<file path="config.mk">
export PLATFORM = sky130hd
export DESIGN_NAME = uart_rx_fifo_flat
export DESIGN_NICKNAME = d
export VERILOG_FILES = /design/src/rtl/uart_rx_fifo_if.sv /design/src/rtl/uart_rx_fifo.sv /design/src/flat_wrapper.sv
export SDC_FILE = /design/constraint.sdc
export NUM_CORES = 1
export LEC_CHECK = 0
export ABC_AREA = 1
export BUFFER_PORTS_ARGS = -buffer_cell sky130_fd_sc_hd__buf_2
export CAP_MARGIN = 20
export CORE_AREA = 2 2 100 102
export CTS_CLUSTER_DIAMETER = 30
export DETAILED_ROUTE_END_ITERATION = 8
export DIE_AREA = 0 0 102 104
export PLACE_DENSITY = 0.55
export SKIP_CTS_REPAIR_TIMING = 1
export SLEW_MARGIN = 20
export SYNTH_ARGS = -nofsm -noshare
export SYNTH_HDL_FRONTEND = slang
export SYNTH_SLANG_ARGS = --single-unit
</file>
<file path="constraint.sdc">
create_clock -name i_clk -period 2.7 [get_ports i_clk]
set_clock_uncertainty 0.15 [all_clocks]
set_input_delay 0.405 -clock i_clk [delete_from_list [all_inputs] [get_ports i_clk]]
set_output_delay 0.405 -clock i_clk [all_outputs]
set_load 0.05 [all_outputs]
</file>
<file path="src/rtl/uart_rx_fifo_if.sv">
// Host-side bundle of the receive FIFO: write strobe/data from the uart, read strobe/data and status to the host.
// Error ports exist only when UART_RX_FIFO_ERR_EN is defined.
interface uart_rx_fifo_if #(
  parameter int WIDTH_DATA = 8,
  parameter int DEPTH      = 8
);
  logic                    i_we;
  logic [WIDTH_DATA-1:0]   i_data;
  logic                    i_re;
  logic [WIDTH_DATA-1:0]   o_data;
  logic                    o_rdy;
  logic                    o_mty;
  logic                    o_full;
  logic                    o_afull;
  logic [$clog2(DEPTH):0]  o_cnt;
`ifdef UART_RX_FIFO_ERR_EN
  logic                    i_clr;
  logic                    o_ovf;
  logic                    o_udf;

  modport master (
    output i_we, i_data, i_re, i_clr,
    input  o_data, o_rdy, o_mty, o_full, o_afull, o_cnt, o_ovf, o_udf
  );
  modport slave (
    input  i_we, i_data, i_re, i_clr,
    output o_data, o_rdy, o_mty, o_full, o_afull, o_cnt, o_ovf, o_udf
  );
`else
  modport master (
    output i_we, i_data, i_re,
    input  o_data, o_rdy, o_mty, o_full, o_afull, o_cnt
  );
  modport slave (
    input  i_we, i_data, i_re,
    output o_data, o_rdy, o_mty, o_full, o_afull, o_cnt
  );
`endif
endinterface

</file>
<file path="src/rtl/uart_rx_fifo.sv">
// Synchronous receive FIFO behind the uart receiver, registered read data and registered status flags.
// Optional sticky overrun/underrun flags with clear input are built when UART_RX_FIFO_ERR_EN is defined.
module uart_rx_fifo #(
  parameter int WIDTH_DATA = 8,
  parameter int DEPTH      = 8,
  parameter int AFULL_LVL  = 6
) (
  input  logic           i_clk,
  input  logic           i_nrst,
  uart_rx_fifo_if.slave  bus
);
  localparam int AW = $clog2(DEPTH);
  localparam int CW = AW + 1;
  localparam logic [CW-1:0] DEPTH_C = CW'(DEPTH);
  localparam logic [CW-1:0] AFULL_C = CW'(AFULL_LVL);

  logic [WIDTH_DATA-1:0] mem [DEPTH];
  logic [AW-1:0]         wp_reg, rp_reg;
  logic [CW-1:0]         cnt_reg, cnt_next;
  logic [WIDTH_DATA-1:0] data_reg;
  logic                  rdy_reg, mty_reg, full_reg, afull_reg;
  logic                  wr_acc, rd_acc;

  // A full FIFO still takes a write when a read frees a slot in the same cycle.
  assign rd_acc   = bus.i_re && !mty_reg;
  assign wr_acc   = bus.i_we && (!full_reg || rd_acc);
  assign cnt_next = cnt_reg + CW'(wr_acc) - CW'(rd_acc);

  always_ff @(posedge i_clk) begin
    if (wr_acc)
      mem[wp_reg] <= bus.i_data;
  end

  always_ff @(posedge i_clk or negedge i_nrst) begin
    if (!i_nrst) begin
      wp_reg    <= '0;
      rp_reg    <= '0;
      cnt_reg   <= '0;
      data_reg  <= '0;
      rdy_reg   <= 1'b0;
      mty_reg   <= 1'b1;
      full_reg  <= 1'b0;
      afull_reg <= 1'b0;
    end else begin
      if (wr_acc)
        wp_reg <= wp_reg + 1'b1;
      if (rd_acc) begin
        rp_reg   <= rp_reg + 1'b1;
        data_reg <= mem[rp_reg];
      end
      rdy_reg   <= rd_acc;
      cnt_reg   <= cnt_next;
      mty_reg   <= (cnt_next == '0);
      full_reg  <= (cnt_next == DEPTH_C);
      afull_reg <= (cnt_next >= AFULL_C);
    end
  end

  assign bus.o_data  = data_reg;
  assign bus.o_rdy   = rdy_reg;
  assign bus.o_mty   = mty_reg;
  assign bus.o_full  = full_reg;
  assign bus.o_afull = afull_reg;
  assign bus.o_cnt   = cnt_reg;

`ifdef UART_RX_FIFO_ERR_EN
  logic ovf_reg, udf_reg;

  // Set beats clear so an error coinciding with i_clr is never lost.
  always_ff @(posedge i_clk or negedge i_nrst) begin
    if (!i_nrst) begin
      ovf_reg <= 1'b0;
      udf_reg <= 1'b0;
    end else begin
      if (bus.i_we && !wr_acc)
        ovf_reg <= 1'b1;
      else if (bus.i_clr)
        ovf_reg <= 1'b0;
      if (bus.i_re && mty_reg)
        udf_reg <= 1'b1;
      else if (bus.i_clr)
        udf_reg <= 1'b0;
    end
  end

  assign bus.o_ovf = ovf_reg;
  assign bus.o_udf = udf_reg;
`endif
endmodule
</file>
<file path="src/flat_wrapper.sv">
// flat-port wrapper written by rule: the top's interface ports become plain ports
module uart_rx_fifo_flat 
#(
  parameter int WIDTH_DATA = 8,
  parameter int DEPTH      = 8,
  parameter int AFULL_LVL  = 6
)
  (i_clk, i_nrst, bus_i_we, bus_i_data, bus_i_re, bus_o_data, bus_o_rdy, bus_o_mty, bus_o_full, bus_o_afull, bus_o_cnt);
  uart_rx_fifo_if #(.WIDTH_DATA(WIDTH_DATA), .DEPTH(DEPTH)) bus_i ();
  input  logic i_clk;
  input  logic i_nrst;
  input wire logic [$bits(bus_i.i_we)-1:0] bus_i_we;
  input wire logic [$bits(bus_i.i_data)-1:0] bus_i_data;
  input wire logic [$bits(bus_i.i_re)-1:0] bus_i_re;
  output wire logic [$bits(bus_i.o_data)-1:0] bus_o_data;
  output wire logic [$bits(bus_i.o_rdy)-1:0] bus_o_rdy;
  output wire logic [$bits(bus_i.o_mty)-1:0] bus_o_mty;
  output wire logic [$bits(bus_i.o_full)-1:0] bus_o_full;
  output wire logic [$bits(bus_i.o_afull)-1:0] bus_o_afull;
  output wire logic [$bits(bus_i.o_cnt)-1:0] bus_o_cnt;
  assign bus_i.i_we = bus_i_we;
  assign bus_i.i_data = bus_i_data;
  assign bus_i.i_re = bus_i_re;
  assign bus_o_data = bus_i.o_data;
  assign bus_o_rdy = bus_i.o_rdy;
  assign bus_o_mty = bus_i.o_mty;
  assign bus_o_full = bus_i.o_full;
  assign bus_o_afull = bus_i.o_afull;
  assign bus_o_cnt = bus_i.o_cnt;
  uart_rx_fifo #(.WIDTH_DATA(WIDTH_DATA), .DEPTH(DEPTH), .AFULL_LVL(AFULL_LVL)) u_core (.i_clk(i_clk), .i_nrst(i_nrst), .bus(bus_i));
endmodule
</file>
# Yosys cells after proc, flatten, opt, wreduce, memory -nomap -nowiden
# Memory sizes are Yosys's and may differ from the RTL's. A register that Yosys moved wholly into a read port is not among the register bits.
# Cells that the tools add are included.
# word_totals
register_bits	14
ramBits	64
inputBits	12
output_inout_bits	16
n_memories	1
# op_classes
n_addsub	4
order_cmp	1
eq_ne	1
n_mux	2
reduce_logical	7
# memory_table
name	depth	word_bits	read_ports	rd_ports_with_merged_regs	wr	line_no	source
u_core.mem	8	8	1	1	1	uart_rx_fifo.sv:17	logic [WIDTH_DATA-1:0] mem [DEPTH];
# op_table
cell	count
3-bit by 1-bit adder with 3-bit output (second input constant)	2
4-bit by 1-bit adder with 4-bit output	1
4-bit equality test (second input constant)	1
4-bit by 3-bit greater-or-equal comparator with 1-bit output (second input constant)	1
4-bit zero test	1
4-bit by 1-bit subtractor with 4-bit output	1
1-bit zero test	3
1-bit logical AND	2
1-bit two-way mux	2
1-bit logical OR	1

# Depth between registers and ports, before layout
# logic_depth
word_depth	7
ltp_mapped	13
mapped_depth_nobuf	11

# Worst setup path after synthesis
# No wires, ideal clock.
# synth_path
path_kind	flip-flop to flip-flop
startpoint	register u_core.mty_reg (netlist: u_core.bus.o_mty)
endpoint	register u_core.afull_reg (netlist: u_core.bus.o_afull)
setup_time_ns	0.126
arrival_time_ns	2.353
required_time_ns	2.424
slack_ns	0.072
path_stages_with_launch	14
synth_period_minus_slack_ns	2.628
cell_sequence	dfstp_2 -> inv_1 -> nand2_1 -> buf_4 -> inv_1 -> buf_4 -> ha_1 -> inv_1 -> ha_1 -> fa_1 -> xnor2_1 -> inv_1 -> nand2_1 -> nand2_1
# synth_between
elab_chain_cells	7
# synth_rtl
item	line_no	source
start: declaration	uart_rx_fifo.sv:21	logic rdy_reg, mty_reg, full_reg, afull_reg;
start signal: assignment	uart_rx_fifo.sv:53	mty_reg <= (cnt_next == '0);
1-bit zero test (*)	uart_rx_fifo.sv:25	assign rd_acc = bus.i_re && !mty_reg;
1-bit logical AND (*)	uart_rx_fifo.sv:25	
net u_core.rd_acc	uart_rx_fifo.sv:22	logic wr_acc, rd_acc;
1-bit logical OR	uart_rx_fifo.sv:26	assign wr_acc = bus.i_we && (!full_reg || rd_acc);
1-bit logical AND	uart_rx_fifo.sv:26	
4-bit by 1-bit adder with 4-bit output	uart_rx_fifo.sv:27	assign cnt_next = cnt_reg + CW'(wr_acc) - CW'(rd_acc);
4-bit by 1-bit subtractor with 4-bit output (*)	uart_rx_fifo.sv:27	
net u_core.cnt_next[2]	uart_rx_fifo.sv:19	logic [CW-1:0] cnt_reg, cnt_next;
4-bit by 3-bit greater-or-equal comparator with 1-bit output (*)	uart_rx_fifo.sv:55	afull_reg <= (cnt_next >= AFULL_C);
end signal: assignment	uart_rx_fifo.sv:55	
end: declaration	uart_rx_fifo.sv:21	
# The timed path passes the listed nets; every way through them passes the cells marked *.
# A chain may end at the register's enable or synchronous reset.

# Worst setup path after layout
# layout_path
startpoint	register u_core.mty_reg (netlist: u_core.bus.o_mty)
endpoint	register u_core.afull_reg (netlist: u_core.bus.o_afull)
# layout_between
elab_chain_cells	7
# layout_rtl
item	line_no
1-bit zero test (*)	uart_rx_fifo.sv:25
1-bit logical AND (*)	uart_rx_fifo.sv:25
1-bit logical OR	uart_rx_fifo.sv:26
1-bit logical AND	uart_rx_fifo.sv:26
4-bit by 1-bit adder with 4-bit output	uart_rx_fifo.sv:27
4-bit by 1-bit subtractor with 4-bit output (*)	uart_rx_fifo.sv:27
net u_core.cnt_next[2]	uart_rx_fifo.sv:19
4-bit by 3-bit greater-or-equal comparator with 1-bit output (*)	uart_rx_fifo.sv:55
# Marks and branches as above.

==> results.py <==
metrics = {
    "finish": {
        "nets": 416,
        "layout-drive-gt1-share": 0.1567,
        "final_util": 0.4435,
        "post-route-cell-area_sq_mm": 0.004235,
        "largest_reg_flops": 64,
        "antenna_cells": 0,
        "final_common_cell": "nand2_1",
        "mostFrequentLayoutCells": "114 x nand2_1, 64 x edfxtp_1, 59 x inv_1",
        "area_growth_pct": 13.93,
        "nFillCells": 932,
        "regMostFlops": "u_core.mem",
    },
    "timing": {
        "layout_min_cycle_time_ns": 2.282,
        "worst_slew_pin_slew_ns": 0.5593,
        "hold_violations": 0,
        "max_freq_ghz": 0.4383,
        "slew_headroom": 0.6271,
        "setup_viol": 0,
        "setup-tns-final_ns": 0,
        "rsz0062_at_grt": "false",
        "min_period_over_period": 0.8451,
        "fin_hold_ws_ns": 0.1810,
        "maxSlewViolCount": 0,
    },
    "global_routing": {
        "grt_first_pass_wirelength_um": 12160,
        "grt_start_max_net_pins": 34,
        "grt_usage": 0.1550,
        "grt_overflow": 0,
        "antenna_found_initial": 0,
        "grt_pass1_vias": 2295,
    },
    "placed_design": {
        "place.gp.congestion": 0.7483,
        "place_area_sq_mm": 0.004043,
        "dp_hpwl_um": 5066,
        "port_buffers": 27,
    },
    "run_status": {
        "status": "finished, final reports clean",
    },
    "synthesis": {
        "synth.top_cell.area_share": 0.5170,
        "yosysUniqueCellTypes": 21,
        "syn_area_per_cell_sq_um": 10.53,
        "yosysSeqAreaShare": 0.6654,
        "synth_xor_area_frac": 0.01649,
        "syn-num-nets": 372,
        "synth.area.mux_share": 0,
        "syn_inst": 353,
        "synthAdderAreaFrac": 0.02558,
        "yosysTopAreaCell": "edfxtp_1",
        "synth_seq_cells": 86,
        "synth_top_family_by_area": "simple AND/OR/NAND/NOR gates",
        "netlist_area_sq_mm": 0.003717,
        "yosysWarnings": 0,
        "yosys.area_share.simple": 0.1939,
        "netlist_top_cells_area": "edfxtp_1 52%, dfrtp_1 14%, nand2_1 12%",
        "synth_compound_gate_area_share": 0.004039,
    },
    "clock_tree": {
        "cts.sinks": 86,
        "clk_latency_ns": 0.35,
        "h-tree-depth": 3,
        "cts_tree": "built",
        "cts_buffers": 9,
        "cts_root_buffer": "clkbuf_8",
        "clkTransAtPathRegs_ns": 0.09,
        "cts_max_path_buffers": 2,
    },
    "min_path": {
        "min_path_type": "input port to flop",
    },
    "setup_path": {
        "end_kind": "flop",
        "crit_required_ns": 2.78,
        "crit_fanout": 4,
        "crit_path_start_kind": "flop",
        "crit_type": "flop to flop",
        "cp.arrival_ns": 2.36,
    },
    "detailed_routing": {
        "vias_per_cell": 4.370,
        "wl_per_cell_um": 14.00,
        "drc": 0,
        "ant_nets": 0,
        "dr.pass1.iters": 4,
        "drtIter0Drc": 85,
        "drt-total-wl_um": 7492,
        "vias": 2338,
    },
    "floorplan": {
        "die_w_um": 102,
        "die_h_um": 104,
        "die_area_sq_mm": 0.01061,
        "core_area_sq_mm": 0.009549,
        "rows": 36,
        "io-pin-count": 28,
        "initial_core_util": 0.3893,
    },
    "power_and_ir_drop": {
        "total_leakage_power_nw": 1.947,
        "powerDensity_mw_per_mm2": 1076,
        "vdd_drop_max_v": 0.0003710,
    },
    "run": {
        "cap_viol_max_count": 0,
    },
}
==> path summary, 6_finish.rpt <==
kind | from | end | slack, ns | depth (start not counted)
setup / recovery | u_core.bus.o_mty$_DFF_PN1_ | u_core.bus.o_afull$_DFF_PN0_ | 0.42 | 11
hold / removal | bus_i_data[2] | u_core.mem[6][2]$_DFFE_PP_ | 0.18 | 1
setup reg to reg | u_core.bus.o_mty$_DFF_PN1_ | u_core.bus.o_afull$_DFF_PN0_ | 0.42 | 11
hold reg to reg | u_core.bus.o_data[7]$_DFFE_PN0P_ | u_core.bus.o_data[7]$_DFFE_PN0P_ | 0.32 | 2
max in group asynchronous | i_nrst | u_core.bus.o_data[6]$_DFFE_PN0P_ | 1.61 | 2
min in group asynchronous | i_nrst | u_core.bus.o_cnt[2]$_DFF_PN0_ | 0.42 | 2
==> metrics by stage <==
stage | setup WS, ns | total power [mW] | instances
global route | 0.2699 | 4.911 | 535
detailed placement | 0.4106 | 3.779 | 518
floorplan | 0.07176 | 3.340 | 353
CTS | 0.4006 | 4.610 | 534
global placement | 0.4502 | 3.757 | 518
finish | 0.4183 | 4.558 | 535
==> area by class of cell <==
type / count / area, sq um / share of cell area
clock inverters: 3 / 18.77 / 0.004431
inverters: 62 / 240.2 / 0.05672
well taps: 133 / 166.4 / 0.03929
flip-flops and latches: 86 / 2474 / 0.5840
clock buffers: 13 / 163.9 / 0.03870
repair buffers: 46 / 280.3 / 0.06617
multi-input cells: 192 / 892.1 / 0.2106
==> synthesized netlist by cell type, drive strengths merged <==
| cell type | n |
|---|---|
| xnor2 | 3 |
| edfxtp | 64 |
| buf | 13 |
| a21oi | 1 |
| dfstp | 1 |
| nor2 | 11 |
| inv | 61 |
| xor2 | 4 |
| nand2 | 114 |
| or2 | 1 |
| dfrtp | 21 |
| fa | 1 |
| nand3 | 49 |
| ha | 6 |
| o21ai | 2 |
| clkinv | 1 |
==> worst max-delay path: stages (launching register included) <==
cell and delay [ns]:
dfstp_2 0.53, inv_1 0.03, nand2_1 0.13, inv_1 0.08, ha_1 0.27, inv_1 0.04, ha_1 0.20, fa_1 0.39
xnor2_1 0.19, inv_1 0.07, nand2_1 0.06, nand2_1 0.05
==> power by group <==
group | total, mW | leakage [nW] | internal [mW] | switching (mW)
Sequential | 1.84 | 0.842 | 1.70 | 0.139
Clock | 0.825 | 0.0959 | 0.400 | 0.424
Combinational | 1.89 | 1.01 | 0.571 | 1.32
==> routing by layer <==
metal / track usage / wire length (um)
met1: 0.2111 / 3535
met5: 0 / 0
met2: 0.2401 / 3571
met3: 0.02755 / 188
met4: 0.07143 / 197
==> logic make-up after synthesis <==
group / after synthesis
XOR/XNOR: 7
AND/OR/NAND/NOR: 175
buffers and inverters: 75
flip-flops: 86
adder cells (fa/ha/maj): 7
AO/OA/AOI/OAI: 3
No activity file was read; power rests on OpenSTA's default activity.
